[config.mk]
export PLATFORM = sky130hd
export DESIGN_NAME = add_sub
export DESIGN_NICKNAME = d
export VERILOG_FILES = /design/src/rtl/add_sub_pkg.sv /design/src/rtl/add_sub_fa.sv /design/src/rtl/add_sub.sv
export SDC_FILE = /design/constraint.sdc
export NUM_CORES = 1
export LEC_CHECK = 0
export ABC_AREA = 1
export CAP_MARGIN = 20
export CORE_AREA = 2 2 39 41
export DETAILED_ROUTE_END_ITERATION = 8
export DIE_AREA = 0 0 41 43
export MAX_ROUTING_LAYER = met4
export SLEW_MARGIN = 15
export SYNTH_ARGS = -nofsm -noshare
export SYNTH_HDL_FRONTEND = slang
export SYNTH_HIERARCHICAL = 1
export SYNTH_SLANG_ARGS = --single-unit
export TNS_END_PERCENT = 10
[constraint.sdc]
create_clock -name clk -period 1.2 [get_ports clk]
set_input_delay 0.24 -clock clk [delete_from_list [all_inputs] [get_ports clk]]
set_output_delay 0.24 -clock clk [all_outputs]
set_load 0.03 [all_outputs]
[src/rtl/add_sub_pkg.sv]
// Shared definitions for the sign-magnitude adder/subtractor.
// Holds the default magnitude width, the sign-bit index helpers and
// the operand/result type definitions used at the default width.
package add_sub_pkg;

  // Default magnitude width of each operand.
  localparam int MAG_W_DEF = 2;

  // Operand: {sign, magnitude[MAG_W-1:0]}, so the sign sits at bit MAG_W.
  function automatic int op_sign_idx(input int mag_w);
    return mag_w;
  endfunction

  // Result: {sign, magnitude[MAG_W:0]}, so the sign sits at bit MAG_W+1.
  function automatic int res_sign_idx(input int mag_w);
    return mag_w + 1;
  endfunction

  // Sign-bit positions at the default width.
  localparam int OP_SIGN_IDX_DEF  = MAG_W_DEF;
  localparam int RES_SIGN_IDX_DEF = MAG_W_DEF + 1;

  // Sign-magnitude operand and result at the default width.
  typedef logic [MAG_W_DEF:0]   sm_operand_t;
  typedef logic [MAG_W_DEF+1:0] sm_result_t;

endpackage : add_sub_pkg

[src/rtl/add_sub_fa.sv]
// One-bit full adder; one stage of the magnitude ripple chain.
module add_sub_fa (
  input  logic a_i,
  input  logic b_i,
  input  logic c_i,
  output logic sum_o,
  output logic c_o
);

  // Sum and carry-out of a single bit position.
  always_comb begin
    sum_o = a_i ^ b_i ^ c_i;
    c_o   = (a_i & b_i) | (a_i & c_i) | (b_i & c_i);
  end

endmodule : add_sub_fa

[src/rtl/add_sub.sv]
// Registered sign-magnitude adder/subtractor (c = a + b or a - b).
// Magnitudes go through a ripple chain of add_sub_fa stages; the top
// carry picks which operand is larger when the magnitudes are subtracted.
// Optional feature: define ADD_SUB_COUT_EN to register the carry vector on
// cout; otherwise cout is tied to zero and has no register behind it.
module add_sub
  import add_sub_pkg::*;
#(
  parameter int MAG_W = MAG_W_DEF
) (
  input  logic             clk,
  input  logic             rst,
  input  logic [MAG_W:0]   a,
  input  logic [MAG_W:0]   b,
  input  logic             s,
  output logic [MAG_W+1:0] c,
  output logic [MAG_W:0]   cout
);

  localparam int OP_SIGN  = op_sign_idx(MAG_W);
  localparam int RES_SIGN = res_sign_idx(MAG_W);

  logic             sign_a;
  logic             sign_b;
  logic [MAG_W-1:0] mag_a;
  logic [MAG_W-1:0] mag_b;
  logic             op;
  logic [MAG_W:0]   x_w;
  logic [MAG_W:0]   y_w;
  logic [MAG_W:0]   sum_w;
  logic [MAG_W+1:0] chain_w;
  logic [MAG_W:0]   carry_w;
  logic [MAG_W:0]   mag_res;
  logic             sign_res;
  logic [MAG_W+1:0] c_d;
  logic [MAG_W+1:0] c_q;

  assign sign_a = a[OP_SIGN];
  assign sign_b = b[OP_SIGN];
  assign mag_a  = a[MAG_W-1:0];
  assign mag_b  = b[MAG_W-1:0];

  // Differing signs turn the requested operation into its opposite.
  assign op  = sign_a ^ sign_b ^ s;
  assign x_w = {1'b0, mag_a};
  // Subtraction is X + ~Y + 1, with the +1 entering as the chain carry-in.
  assign y_w = op ? ~{1'b0, mag_b} : {1'b0, mag_b};

  assign chain_w[0] = op;

  generate
    for (genvar gi = 0; gi <= MAG_W; gi++) begin : g_stage
      add_sub_fa u_fa (
        .a_i   (x_w[gi]),
        .b_i   (y_w[gi]),
        .c_i   (chain_w[gi]),
        .sum_o (sum_w[gi]),
        .c_o   (chain_w[gi+1])
      );
    end
  endgenerate

  assign carry_w = chain_w[MAG_W+1:1];

  // Pick result sign/magnitude; a zero magnitude always yields all-zero c.
  always_comb begin
    mag_res  = sum_w;
    sign_res = sign_a;
    c_d      = '0;
    // No carry out of the top stage means |a| < |b|: the chain produced
    // |a|-|b| in two's complement, so negate it to get |b|-|a|.
    if (op && !carry_w[MAG_W]) begin
      mag_res  = ~sum_w + {{MAG_W{1'b0}}, 1'b1};
      sign_res = sign_b ^ s;
    end
    if (mag_res != '0) begin
      c_d[RES_SIGN]  = sign_res;
      c_d[MAG_W:0]   = mag_res;
    end
  end

  // Result register, cleared immediately by rst.
  always_ff @(posedge clk or posedge rst) begin
    if (rst) begin
      c_q <= '0;
    end else begin
      c_q <= c_d;
    end
  end

  assign c = c_q;

`ifdef ADD_SUB_COUT_EN
  logic [MAG_W:0] cout_d;
  logic [MAG_W:0] cout_q;

  assign cout_d = carry_w;

  // Carry-vector register, cleared immediately by rst.
  always_ff @(posedge clk or posedge rst) begin
    if (rst) begin
      cout_q <= '0;
    end else begin
      cout_q <= cout_d;
    end
  end

  assign cout = cout_q;
`else
  // Only the top carry steers the result; the lower carries have no sink.
  logic unused_carry;
  assign unused_carry = ^carry_w[MAG_W-1:0];
  assign cout = '0;
`endif

endmodule : add_sub

==> results.sh <==
export IMPL_cp_cell_sequence="buf_8 > inv_4 > nand2_4 > nand2_4 > nand2_4 > nand2_4 > xor2_2 > fa_2 > fa_2 > fa_2 > nor3_2 > nand2_2 > nand3_2 > nand2_1 > inv_1"
export IMPL_syn_cell_area_um2=404
export IMPL_grt_usage_pct=11.8
export IMPL_cts_made_buffers=3
export IMPL_setup_violations_final=4
export IMPL_synth_area_per_cell_um2=7.92
export IMPL_grt_overflow=0
export IMPL_cts_root_buf="clkbuf_4"
export IMPL_critPathTopFamily="adder cells"
export IMPL_dp_hpwl_um=593
export IMPL_start_util_pct=29.2
export IMPL_ys_top_cells_by_count="nand2_1 (11), inv_1 (10), nand2_2 (5)"
export IMPL_syn_inst=51
export IMPL_ys_top_cells_by_area="dfrtp_1 (25%), fa_1 (15%), nand2_1 (10%)"
export IMPL_synth_warnings=6
export IMPL_drt_vias_per_instance=4.11
export IMPL_nFillCells=136
export IMPL_coreArea_um2=1380
export IMPL_instances_no_fill=92
export IMPL_dr_first_iter_drc_count=3
export IMPL_dieArea_um2=1760
export IMPL_synth_main_ff_cell="dfrtp_1"
export IMPL_total_power_mw=0.994
export IMPL_clk_pin_slew_worst_paths_ns=0.03
export IMPL_antenna_left=0
export IMPL_drive_above_1_share_pct=50.0
export IMPL_synth_top_area_cell="dfrtp_1"
export IMPL_max_freq_mhz=443
export IMPL_cpMostUsedCell="nand2_4"
export IMPL_wl_per_cell_um=8.29
export IMPL_placed_cells=86
export IMPL_seq_area_frac_synth_pct=24.8
export IMPL_detail_route_first_pass_iterations=2
export IMPL_portBuffers=12
export IMPL_worstSetupPathType="in -> reg"
export IMPL_grt_max_degree=5
export IMPL_rsz0062_at_grt="yes"
export IMPL_cts_hold_buf=0
export IMPL_cp_max_fo=3
export IMPL_clockBufferDepth=2
export IMPL_hp_class="in -> async"
export IMPL_grt_pass1_vias=371
export IMPL_critPathMaxStageDelay_ns=0.56
export IMPL_num_io_pins=16
export IMPL_cts_tree="built"
export IMPL_fin_util_pct=50.3
export IMPL_hold_viol=0
export IMPL_violations="setup timing"
export IMPL_grt_antenna_before_repair=0
export IMPL_place_congestion=0.722
export IMPL_cts_max_level=1
export IMPL_drc=0
export IMPL_p_leak_nw=0.374
export IMPL_maxCapViolations=0
export IMPL_synth_cell_types=15
export IMPL_arrival_ns=2.38
export IMPL_vias=378
export IMPL_finalSetupTns_ns=-4.14
export IMPL_synth_seq_cells=4
export IMPL_largest_reg_flops=4
export IMPL_slew_viol_final=0
export IMPL_cp_slowest_cell="fa_2"
export IMPL_min_period_ns=2.26
export IMPL_die_h_um=43
export IMPL_postRouteWirelength_um=763
export IMPL_syn_to_final_growth_pct=72.1
export IMPL_synth_most_common_cell="nand2_1"
export IMPL_final_nets=92
export IMPL_start_kind="input port"
export IMPL_max_vdd_ir_drop_v=0.000555
export IMPL_cts_sinks=4
export IMPL_ys_async_sr_fraction_pct=100
export IMPL_power_density_nw_per_um2=1430
export IMPL_synth_edf_count=0
export IMPL_grt_pass1_wl_um=1400
export IMPL_crit_required_ns=1.32
export IMPL_status="finished with violations"
export IMPL_cp_num_buf_inv=3
export IMPL_end_kind="flop"
export IMPL_timing_final_ws_setup_ns=-1.06
export IMPL_num_rows=14
export IMPL_post_route_period_util_pct=188
export IMPL_die_w_um=41
export IMPL_diodes=0
export IMPL_yosysTopAreaCellShare_pct=24.8
## cell type report
type / instances / area [µm²] / area share [%]
repair buffers: 22 / 200 / 28.8
flip-flops and latches: 4 / 100 / 14.4
well taps: 16 / 20.0 / 2.88
multi-input cells: 37 / 310 / 44.6
inverters: 10 / 42.5 / 6.12
clock buffers: 3 / 22.5 / 3.24
## layout by cell type (no fill, tap or decap), drive strengths merged, types with 2 or more instances in the layout
master and instances:
fa 3, buf 17, clkdlybuf4s50 4, ha 2
nand2 17, clkbuf 3, inv 10, nand3 6
conb 4, xor2 2, dfrtp 4
## worst paths after layout
| kind | from | endpoint | slack, ns | cells after the start |
|---|---|---|---|---|
| min in group clk | b[2] | c[3] | 0.43 | 6 |
| hold / removal | rst | c[3] | 0.20 | 2 |
| setup / recovery | b[2] | c[1] | -1.06 | 15 |
| max in group asynchronous | rst | c[1] | 0.86 | 2 |
## metal layers
| layer | wire length (µm) | vias up | global-route usage (%) |
|---|---|---|---|
| met5 | 0 | - | - |
| met4 | 0 | 0 | 6.00 |
| met3 | 48 | 0 | 1.57 |
| met2 | 437 | 8 | 20.0 |
| met1 | 278 | 175 | 12.4 |
| li1 | - | 195 | - |
## repair_timing
action | in CTS | in global routing
pin swaps | 14 | 3
hold endpoints to repair | 0 | 0
setup endpoints to repair | 4 | 4
buffers inserted | 3 | 0
gates resized for setup | 34 | 0
## stage by stage
stage / setup slack [ns] / hold slack (ns) / instance area [µm²]
after CTS: -1.11 / 0.197 / 696
after floorplan: -1.15 / 0.00608 / 428
after global placement: -1.86 / 0.429 / 588
final: -1.06 / 0.196 / 696
after global routing: -1.14 / 0.209 / 696
after detailed placement: -1.89 / 0.433 / 588
## report_power, final
group	leakage, nW	internal, mW	switching [mW]
Clock	0.0138	0.111	0.0465
Combinational	0.312	0.291	0.346
Sequential	0.0483	0.187	0.0123
Total	0.374	0.590	0.404
## kinds of logic (layout without fill, tap and decap cells)
logic type / Yosys count / in the layout / synth area share, %
other: 1 / 4 / 0.928
and+or+nand+nor: 25 / 25 / 32.8
adders and majority gates: 5 / 5 / 21.1
buffers and inverters: 13 / 35 / 14.9
xor gates and xnor gates: 2 / 2 / 4.34
AOI/OAI and AO/OA: 1 / 1 / 1.24
DFF: 4 / 4 / 24.8
No activity file was read; power rests on OpenSTA's default activity.
